[src/rtl/lcd_pkg.sv]
// Shared definitions for the character-LCD write-bus responder: states, opcodes,
// DDRAM geometry, controller timing defaults and address helpers.
package lcd_pkg;

  localparam int unsigned E_MIN_HIGH_DEF = 12;
  localparam int unsigned CMD_BUSY_DEF   = 2000;
  localparam int unsigned CLEAR_BUSY_DEF = 82000;

  localparam int unsigned ADDR_W    = 7;
  localparam int unsigned DATA_W    = 8;
  localparam int unsigned NIB_W     = 4;
  localparam int unsigned LINE_LEN  = 40;
  localparam int unsigned BUF_DEPTH = 2 * LINE_LEN;

  localparam logic [ADDR_W-1:0] LINE0_BASE = 7'h00;
  localparam logic [ADDR_W-1:0] LINE1_BASE = 7'h40;
  localparam logic [ADDR_W-1:0] LINE0_LAST = 7'h27;
  localparam logic [ADDR_W-1:0] LINE1_LAST = 7'h67;
  localparam logic [DATA_W-1:0] BLANK_CHAR = 8'h20;

  localparam logic [DATA_W-1:0] CMD_CLEAR = 8'h01;
  localparam logic [DATA_W-1:0] CMD_HOME  = 8'h02;
  localparam logic [DATA_W-1:0] CMD_ENTRY = 8'h04;
  localparam logic [DATA_W-1:0] CMD_DISP  = 8'h08;
  localparam logic [DATA_W-1:0] CMD_FUNC  = 8'h20;
  localparam logic [DATA_W-1:0] CMD_CGRAM = 8'h40;
  localparam logic [DATA_W-1:0] CMD_DDRAM = 8'h80;
  localparam logic [DATA_W-1:0] FUNC_DL8  = 8'h10;

  typedef enum logic [2:0] {
    ST_INIT_A,
    ST_INIT_B,
    ST_HIGH,
    ST_LOW,
    ST_CLEAR
  } lcd_state_e;

  typedef struct packed {
    logic             rw;
    logic             rs;
    logic [NIB_W-1:0] nib;
  } lcd_nib_t;

  // Line 1 (addr bit 6) occupies buffer indices 40..79.
  function automatic logic [ADDR_W-1:0] addr_to_idx(input logic [ADDR_W-1:0] addr);
    return addr[6] ? ADDR_W'(LINE_LEN) + ADDR_W'(addr[5:0]) : ADDR_W'(addr[5:0]);
  endfunction

  function automatic logic addr_legal(input logic [5:0] off);
    return off < 6'(LINE_LEN);
  endfunction

  function automatic logic [ADDR_W-1:0] addr_step(input logic [ADDR_W-1:0] addr,
                                                  input logic inc);
    if (inc) begin
      if (addr == LINE0_LAST) return LINE1_BASE;
      if (addr == LINE1_LAST) return LINE0_BASE;
      return addr + 7'd1;
    end
    if (addr == LINE0_BASE) return LINE1_LAST;
    if (addr == LINE1_BASE) return LINE0_LAST;
    return addr - 7'd1;
  endfunction

endpackage

[src/rtl/lcd_ddram_buf.sv]
// 80x8 DDRAM mirror: one write port, one registered read port (read-before-write).
module lcd_ddram_buf
  import lcd_pkg::*;
(
  input  logic              clk_i,
  input  logic              rst_i,
  input  logic              we_i,
  input  logic [ADDR_W-1:0] waddr_i,
  input  logic [DATA_W-1:0] wdata_i,
  input  logic [ADDR_W-1:0] raddr_i,
  output logic [DATA_W-1:0] rdata_o
);

  logic [DATA_W-1:0] mem_q [BUF_DEPTH];
  logic [DATA_W-1:0] rdata_q;

  always_ff @(posedge clk_i) begin
    if (we_i && (waddr_i < ADDR_W'(BUF_DEPTH))) begin
      mem_q[waddr_i] <= wdata_i;
    end
  end

  // Out-of-range indices read as blank.
  always_ff @(posedge clk_i) begin
    if (rst_i) begin
      rdata_q <= BLANK_CHAR;
    end else if (raddr_i < ADDR_W'(BUF_DEPTH)) begin
      rdata_q <= mem_q[raddr_i];
    end else begin
      rdata_q <= BLANK_CHAR;
    end
  end

  assign rdata_o = rdata_q;

endmodule

[src/rtl/lcd_bus_responder.sv]
// Responder for the 4-bit character-LCD write bus: init handshake, nibble pairing,
// command execution and a DDRAM mirror with sticky protocol/timing error flags.
module lcd_bus_responder
  import lcd_pkg::*;
#(
  parameter int unsigned E_MIN_HIGH = E_MIN_HIGH_DEF,
  parameter int unsigned CMD_BUSY   = CMD_BUSY_DEF,
  parameter int unsigned CLEAR_BUSY = CLEAR_BUSY_DEF
) (
  input  logic              Clock,
  input  logic              Reset,
  input  logic              LCD_E,
  input  logic              LCD_RS,
  input  logic              LCD_RW,
  input  logic [NIB_W-1:0]  SF_D,
  output logic              mode4,
  output logic              busy,
  output logic              disp_on,
  output logic [ADDR_W-1:0] cursor_addr,
  output logic              byte_valid,
  output logic              byte_rs,
  output logic [DATA_W-1:0] byte_data,
  input  logic [ADDR_W-1:0] rd_addr,
  output logic [DATA_W-1:0] rd_data,
  output logic              proto_err,
  output logic              timing_err
);

  localparam int unsigned BUSY_MAX = (CLEAR_BUSY > CMD_BUSY) ? CLEAR_BUSY : CMD_BUSY;
  localparam int unsigned BUSY_W   = $clog2(BUSY_MAX + 1);
  localparam int unsigned HCNT_W   = $clog2(E_MIN_HIGH + 2);
  localparam logic [ADDR_W-1:0] LAST_IDX = ADDR_W'(BUF_DEPTH - 1);

  lcd_state_e        state_q, state_d;
  logic [1:0]        init_cnt_q, init_cnt_d;
  logic [NIB_W-1:0]  hi_q, hi_d;
  logic              e_q;
  logic [HCNT_W-1:0] hcnt_q, hcnt_d;
  lcd_nib_t          cap_q, cap_d;
  logic [BUSY_W-1:0] busy_cnt_q, busy_cnt_d;
  logic              busy_q, busy_d;
  logic              clr_active_q, clr_active_d;
  logic [ADDR_W-1:0] clr_idx_q, clr_idx_d;
  logic              inc_q, inc_d;
  logic              mode4_q, mode4_d;
  logic              disp_on_q, disp_on_d;
  logic [ADDR_W-1:0] cursor_q, cursor_d;
  logic              bv_q, bv_d;
  logic              brs_q, brs_d;
  logic [DATA_W-1:0] bdata_q, bdata_d;
  logic              perr_q, perr_d;
  logic              terr_q, terr_d;

  logic              strobe_c, rise_c, short_c, rw_bad_c, accept_c;
  logic [DATA_W-1:0] byte_c;
  logic              buf_we_c;
  logic [ADDR_W-1:0] buf_waddr_c, rd_idx_c;
  logic [DATA_W-1:0] buf_wdata_c;

  assign strobe_c = e_q & ~LCD_E;
  assign rise_c   = LCD_E & ~e_q;
  assign short_c  = hcnt_q < HCNT_W'(E_MIN_HIGH);
  assign rw_bad_c = cap_q.rw | LCD_RW;
  assign accept_c = strobe_c & ~short_c & ~rw_bad_c & (state_q != ST_CLEAR);
  assign byte_c   = {hi_q, cap_q.nib};
  assign rd_idx_c = addr_to_idx(rd_addr);

  always_comb begin
    state_d      = state_q;
    init_cnt_d   = init_cnt_q;
    hi_d         = hi_q;
    hcnt_d       = hcnt_q;
    cap_d        = cap_q;
    busy_cnt_d   = busy_cnt_q;
    busy_d       = busy_q;
    clr_active_d = clr_active_q;
    clr_idx_d    = clr_idx_q;
    inc_d        = inc_q;
    mode4_d      = mode4_q;
    disp_on_d    = disp_on_q;
    cursor_d     = cursor_q;
    bv_d         = 1'b0;
    brs_d        = brs_q;
    bdata_d      = bdata_q;
    perr_d       = perr_q;
    terr_d       = terr_q;
    buf_we_c     = 1'b0;
    buf_waddr_c  = clr_idx_q;
    buf_wdata_c  = BLANK_CHAR;

    // Strobe capture: hold the last {RW, RS, nibble} seen while E is high.
    if (LCD_E) begin
      cap_d = lcd_nib_t'{rw: LCD_RW, rs: LCD_RS, nib: SF_D};
      if (!e_q) begin
        hcnt_d = HCNT_W'(1);
      end else if (hcnt_q != HCNT_W'(E_MIN_HIGH)) begin
        hcnt_d = hcnt_q + HCNT_W'(1);
      end
    end
    if (rise_c && busy_q) terr_d = 1'b1;
    if (strobe_c) begin
      if ((state_q == ST_CLEAR) || short_c) begin
        terr_d = 1'b1;
      end else if (rw_bad_c) begin
        perr_d = 1'b1;
      end
    end

    if (busy_cnt_q != '0) busy_cnt_d = busy_cnt_q - BUSY_W'(1);

    // Clear sequencer: blanks one buffer entry per cycle.
    if (clr_active_q) begin
      buf_we_c = 1'b1;
      if (clr_idx_q == LAST_IDX) begin
        clr_active_d = 1'b0;
      end else begin
        clr_idx_d = clr_idx_q + 7'd1;
      end
    end

    case (state_q)
      ST_INIT_A: begin
        if (accept_c) begin
          busy_cnt_d = BUSY_W'(CMD_BUSY);
          if (!cap_q.rs && (cap_q.nib == 4'h3)) begin
            init_cnt_d = init_cnt_q + 2'd1;
            if (init_cnt_q == 2'd2) state_d = ST_INIT_B;
          end else begin
            perr_d = 1'b1;
          end
        end
      end
      ST_INIT_B: begin
        if (accept_c) begin
          busy_cnt_d = BUSY_W'(CMD_BUSY);
          if (!cap_q.rs && (cap_q.nib == 4'h2)) begin
            mode4_d = 1'b1;
            state_d = ST_HIGH;
          end else begin
            perr_d = 1'b1;
          end
        end
      end
      ST_HIGH: begin
        if (accept_c) begin
          hi_d    = cap_q.nib;
          state_d = ST_LOW;
        end
      end
      ST_LOW: begin
        if (accept_c) begin
          state_d    = ST_HIGH;
          bv_d       = 1'b1;
          brs_d      = cap_q.rs;
          bdata_d    = byte_c;
          busy_cnt_d = BUSY_W'(CMD_BUSY);
          if (cap_q.rs) begin
            buf_we_c    = 1'b1;
            buf_waddr_c = addr_to_idx(cursor_q);
            buf_wdata_c = byte_c;
            cursor_d    = addr_step(cursor_q, inc_q);
          end else if ((byte_c & CMD_DDRAM) != '0) begin
            if (addr_legal(byte_c[5:0])) begin
              cursor_d = byte_c[6:0];
            end else begin
              cursor_d = {byte_c[6], 6'b0};
              perr_d   = 1'b1;
            end
          end else if ((byte_c & CMD_CGRAM) != '0) begin
            cursor_d = cursor_q;
          end else if ((byte_c & CMD_FUNC) != '0) begin
            if ((byte_c & FUNC_DL8) != '0) perr_d = 1'b1;
          end else if ((byte_c & CMD_DISP) != '0) begin
            disp_on_d = byte_c[2];
          end else if ((byte_c & CMD_ENTRY) != '0) begin
            inc_d = byte_c[1];
          end else if ((byte_c & CMD_HOME) != '0) begin
            cursor_d = LINE0_BASE;
          end else if ((byte_c & CMD_CLEAR) != '0) begin
            cursor_d     = LINE0_BASE;
            state_d      = ST_CLEAR;
            clr_active_d = 1'b1;
            clr_idx_d    = '0;
            busy_cnt_d   = BUSY_W'(CLEAR_BUSY);
          end
        end
      end
      ST_CLEAR: begin
        if (!clr_active_q || (clr_idx_q == LAST_IDX)) state_d = ST_HIGH;
      end
      default: state_d = ST_INIT_A;
    endcase

    busy_d = (busy_cnt_d != '0);
  end

  // Reset reruns the blanking sequence with busy asserted throughout.
  always_ff @(posedge Clock) begin
    if (Reset) begin
      state_q      <= ST_INIT_A;
      init_cnt_q   <= '0;
      hi_q         <= '0;
      e_q          <= 1'b0;
      hcnt_q       <= '0;
      cap_q        <= '0;
      busy_cnt_q   <= BUSY_W'(BUF_DEPTH);
      busy_q       <= 1'b1;
      clr_active_q <= 1'b1;
      clr_idx_q    <= '0;
      inc_q        <= 1'b1;
      mode4_q      <= 1'b0;
      disp_on_q    <= 1'b0;
      cursor_q     <= LINE0_BASE;
      bv_q         <= 1'b0;
      brs_q        <= 1'b0;
      bdata_q      <= '0;
      perr_q       <= 1'b0;
      terr_q       <= 1'b0;
    end else begin
      state_q      <= state_d;
      init_cnt_q   <= init_cnt_d;
      hi_q         <= hi_d;
      e_q          <= LCD_E;
      hcnt_q       <= hcnt_d;
      cap_q        <= cap_d;
      busy_cnt_q   <= busy_cnt_d;
      busy_q       <= busy_d;
      clr_active_q <= clr_active_d;
      clr_idx_q    <= clr_idx_d;
      inc_q        <= inc_d;
      mode4_q      <= mode4_d;
      disp_on_q    <= disp_on_d;
      cursor_q     <= cursor_d;
      bv_q         <= bv_d;
      brs_q        <= brs_d;
      bdata_q      <= bdata_d;
      perr_q       <= perr_d;
      terr_q       <= terr_d;
    end
  end

  lcd_ddram_buf u_buf (
    .clk_i   (Clock),
    .rst_i   (Reset),
    .we_i    (buf_we_c),
    .waddr_i (buf_waddr_c),
    .wdata_i (buf_wdata_c),
    .raddr_i (rd_idx_c),
    .rdata_o (rd_data)
  );

  assign mode4       = mode4_q;
  assign busy        = busy_q;
  assign disp_on     = disp_on_q;
  assign cursor_addr = cursor_q;
  assign byte_valid  = bv_q;
  assign byte_rs     = brs_q;
  assign byte_data   = bdata_q;
  assign proto_err   = perr_q;
  assign timing_err  = terr_q;

endmodule

[config.mk]
export PLATFORM = sky130hd
export DESIGN_NAME = lcd_bus_responder
export DESIGN_NICKNAME = d
export VERILOG_FILES = /design/src/rtl/lcd_pkg.sv /design/src/rtl/lcd_ddram_buf.sv /design/src/rtl/lcd_bus_responder.sv
export SDC_FILE = /design/constraint.sdc
export NUM_CORES = 1
export LEC_CHECK = 0
export CORE_MARGIN = 1
export CORE_UTILIZATION = 60
export DETAILED_ROUTE_END_ITERATION = 16
export PLACE_DENSITY = 0.77
export SYNTH_ARGS = -nofsm -noshare
export SYNTH_HDL_FRONTEND = slang
export SYNTH_HIERARCHICAL = 1
export SYNTH_SLANG_ARGS = --single-unit
[constraint.sdc]
create_clock -name Clock -period 6.8 [get_ports Clock]
set_input_delay 2.04 -clock Clock [delete_from_list [all_inputs] [get_ports Clock]]
set_output_delay 2.04 -clock Clock [all_outputs]
set_load 0.02 [all_outputs]
==> results.toml <==
[outcome]
status = "finished clean"

[yosys]
yosysMostFrequentCell = "edfxtp_1"
synth_edf_count = 640
synthesis.nets = 1684
syn_inst = 1658
synth_area_um2 = 28890
synth_top_area_share = 0.6653
yosys-top-cells-area = "edfxtp_1, mux4_2, dfxtp_1, nor2_1, mux2i_1"
ys_seq_elements = 716
synth_area_per_cell_um2 = 17.42
ys_seq_area_frac = 0.7180
synth_top_area_cell = "edfxtp_1"
synthTopCellsByCount = "edfxtp_1, nor2_1, mux4_2"
yosysUniqueCellTypes = 66
ys.flop_type = "edfxtp_1"
synthArstFlopShare = 0
yosys_warnings = 6

[worst_hold_path]
hold_class = "reg -> reg"
hold_depth = 2

[timing]
fmax_ghz = 0.1665
rsz0062_at_grt = "no"
fin_crit_ns = 6.005
drv_slew = 0
tightest_slew_ns = 1.072
setup_viol = 0
finalSetupTns_ns = 0
slew_headroom = 0.2667
fin_skew_ns = 0.02581
timing.final.crit_share = 0.8831
final_hold_viol_count = 0

[placed_design]
port_buffers = 45
hpwl_mm = 38.06
gp_congestion = 0.8613
dp_cells = 2262

[drt]
drc = 0
wl_per_cell_um = 26.80
vias = 15650
drt_iter0_drc = 1479
final_antenna_net_count = 0
routed_via_density = 6.552
wirelength_mm = 64.02
drtPass1Iterations = 7

[global_route]
grt.total_usage = 0.2689
grt_antenna_before_repair = 1
grt_pass1_vias = 15600
grt_overflow = 0
grt_pass1_wl_mm = 97.46
grt_max_degree = 81

[power_and_ir_drop]
ir_drop_v = 0.0001920
power_mw = 8.749
p_per_area_nw_per_um2 = 272.8
p_leak_nw = 10.45

[clock_tree]
root_buffer = "clkbuf_16"
cts_hold_buf = 0
cts_inserted_buffers = 71
path_clk_slew_ns = 0.06
cts.repair.resized = 0
post_cts_buffers = 0
cts_tree = "done"
htreeDepth = 3
cts_buffer_depth = 3
insertion_delay_ns = 0.61
clock-sinks = 716

[finish]
final_nets = 1746
syn2layout_area_growth_pct = 11.02
final_layout_size_suffix_gt1_frac = 0.1821
layoutNonFillerInstCount = 2389
antenna_cells = 0

[critical_path]
critPathMaxFanout = 13
path_class = "in -> reg"
worst-r2r-cell-count = 12
crit_arrival_ns = 6.22
start_kind = "input port"
crit_required_ns = 7.02
cp-end-kind = "flop"

[die]
dieArea_um2 = 49020
core.rowCount = 80
fp.coreArea_um2 = 47650
boundaryPins = 46
dieWidth_um = 221.4
start_util = 0.6062
die_y_um = 221.4

[job]
drv_cap = 0
[flip-flops by register name, indices dropped and copies added, names as in the netlist, 2 cells and up]
name,flops
busy_cnt_q,17
byte_c,4
byte_data,8
cap_q,2
clr_idx_q,7
cursor_addr,7
hcnt_q,4
hi_q,4
init_cnt_q,2
state_q,3
u_buf/mem_q,640
u_buf/rdata_o,8
[layout by cell type (no fill, tap or decap), types with 12 or more instances in the layout]
| cell | netlist | final |
|---|---|---|
| edfxtp_1 | 640 | 640 |
| clkinv_1 | 0 | 15 |
| nor2b_1 | 15 | 15 |
| clkinv_2 | 0 | 12 |
| mux2i_1 | 43 | 43 |
| o21ai_0 | 22 | 22 |
| nor3_1 | 18 | 18 |
| a31oi_1 | 12 | 12 |
| nand2_1 | 93 | 93 |
| a21oi_1 | 36 | 36 |
| a22oi_1 | 16 | 16 |
| nand3_1 | 24 | 24 |
| nand2b_1 | 28 | 28 |
| dfxtp_1 | 76 | 76 |
| inv_1 | 38 | 38 |
| clkbuf_1 | 40 | 18 |
| nand4_1 | 12 | 12 |
| mux4_2 | 165 | 165 |
| buf_4 | 16 | 30 |
| clkdlybuf4s50_1 | 0 | 41 |
| nor2_1 | 172 | 169 |
| xnor2_1 | 13 | 13 |
| clkbuf_16 | 0 | 74 |
[where the power goes]
part | switching [mW] | total, mW | internal [mW]
clock network | 1.59 | 3.62 | 2.03
registers | 0.0257 | 4.78 | 4.76
logic | 0.215 | 0.344 | 0.129
total | 1.83 | 8.75 | 6.92
[through the flow]
stage	hold WS, ns	setup WS, ns	area (um2)	util
3_3_place_gp	0.4435	0.2917	29940	0.6283
4_1_cts	0.4597	0.8642	32070	0.6730
5_1_grt	0.4883	0.4909	32070	0.6730
6_report	0.4559	0.7951	32070	0.6730
3_5_place_dp	0.4517	0.2168	29940	0.6283
2_1_floorplan	0.4523	0.7615	28890	-
[critical path: stages]
cell	delay, ns
clkdlybuf4s50_1	0.62
nand4b_1	0.40
or2_2	0.37
nor2_1	0.20
nand2_1	0.29
nand2_1	0.15
o21ai_0	0.08
buf_4	0.17
o21ai_0	0.23
nand2_1	0.09
nor2_1	0.22
nand2_1	0.56
nor2_1	0.78
[cells by family after synthesis]
kind of cell / Yosys count / synth area share
AOI/OAI and AO/OA: 144 / 0.03335
xor gates and xnor gates: 23 / 0.006974
adders and majority gates: 10 / 0.004332
buffers and inverters: 126 / 0.02157
DFF: 716 / 0.7180
muxes: 215 / 0.1463
and+or+nand+nor: 424 / 0.06948
[path summary, 6_finish.rpt]
check	start	to	slack (ns)
max reg2reg	e_q	u_buf/mem_q[32][2]	2.60
min	byte_data[2]	byte_data[2]	0.46
max	LCD_E	u_buf/mem_q[32][2]	0.80
min reg2reg	byte_data[2]	byte_data[2]	0.46
[metal layers]
layer,track usage,share of wire,vias up
met4,0.08580,0.024,0
li1,-,-,6685
met3,0.04501,0.088,102
met1,0.3802,0.39,8022
met5,0,0,-
met2,0.4345,0.50,844
[cell type report]
class	instances	area [um2]
sequential	716	20740
inverter	38	142.6
timing repair buffer	77	726.9
clock buffer	92	1919
tap	615	769.5
fill	3040	15580
multi-input combinational	816	7559
clock inverter	35	210.2
No activity file was read; power rests on OpenSTA's default activity.
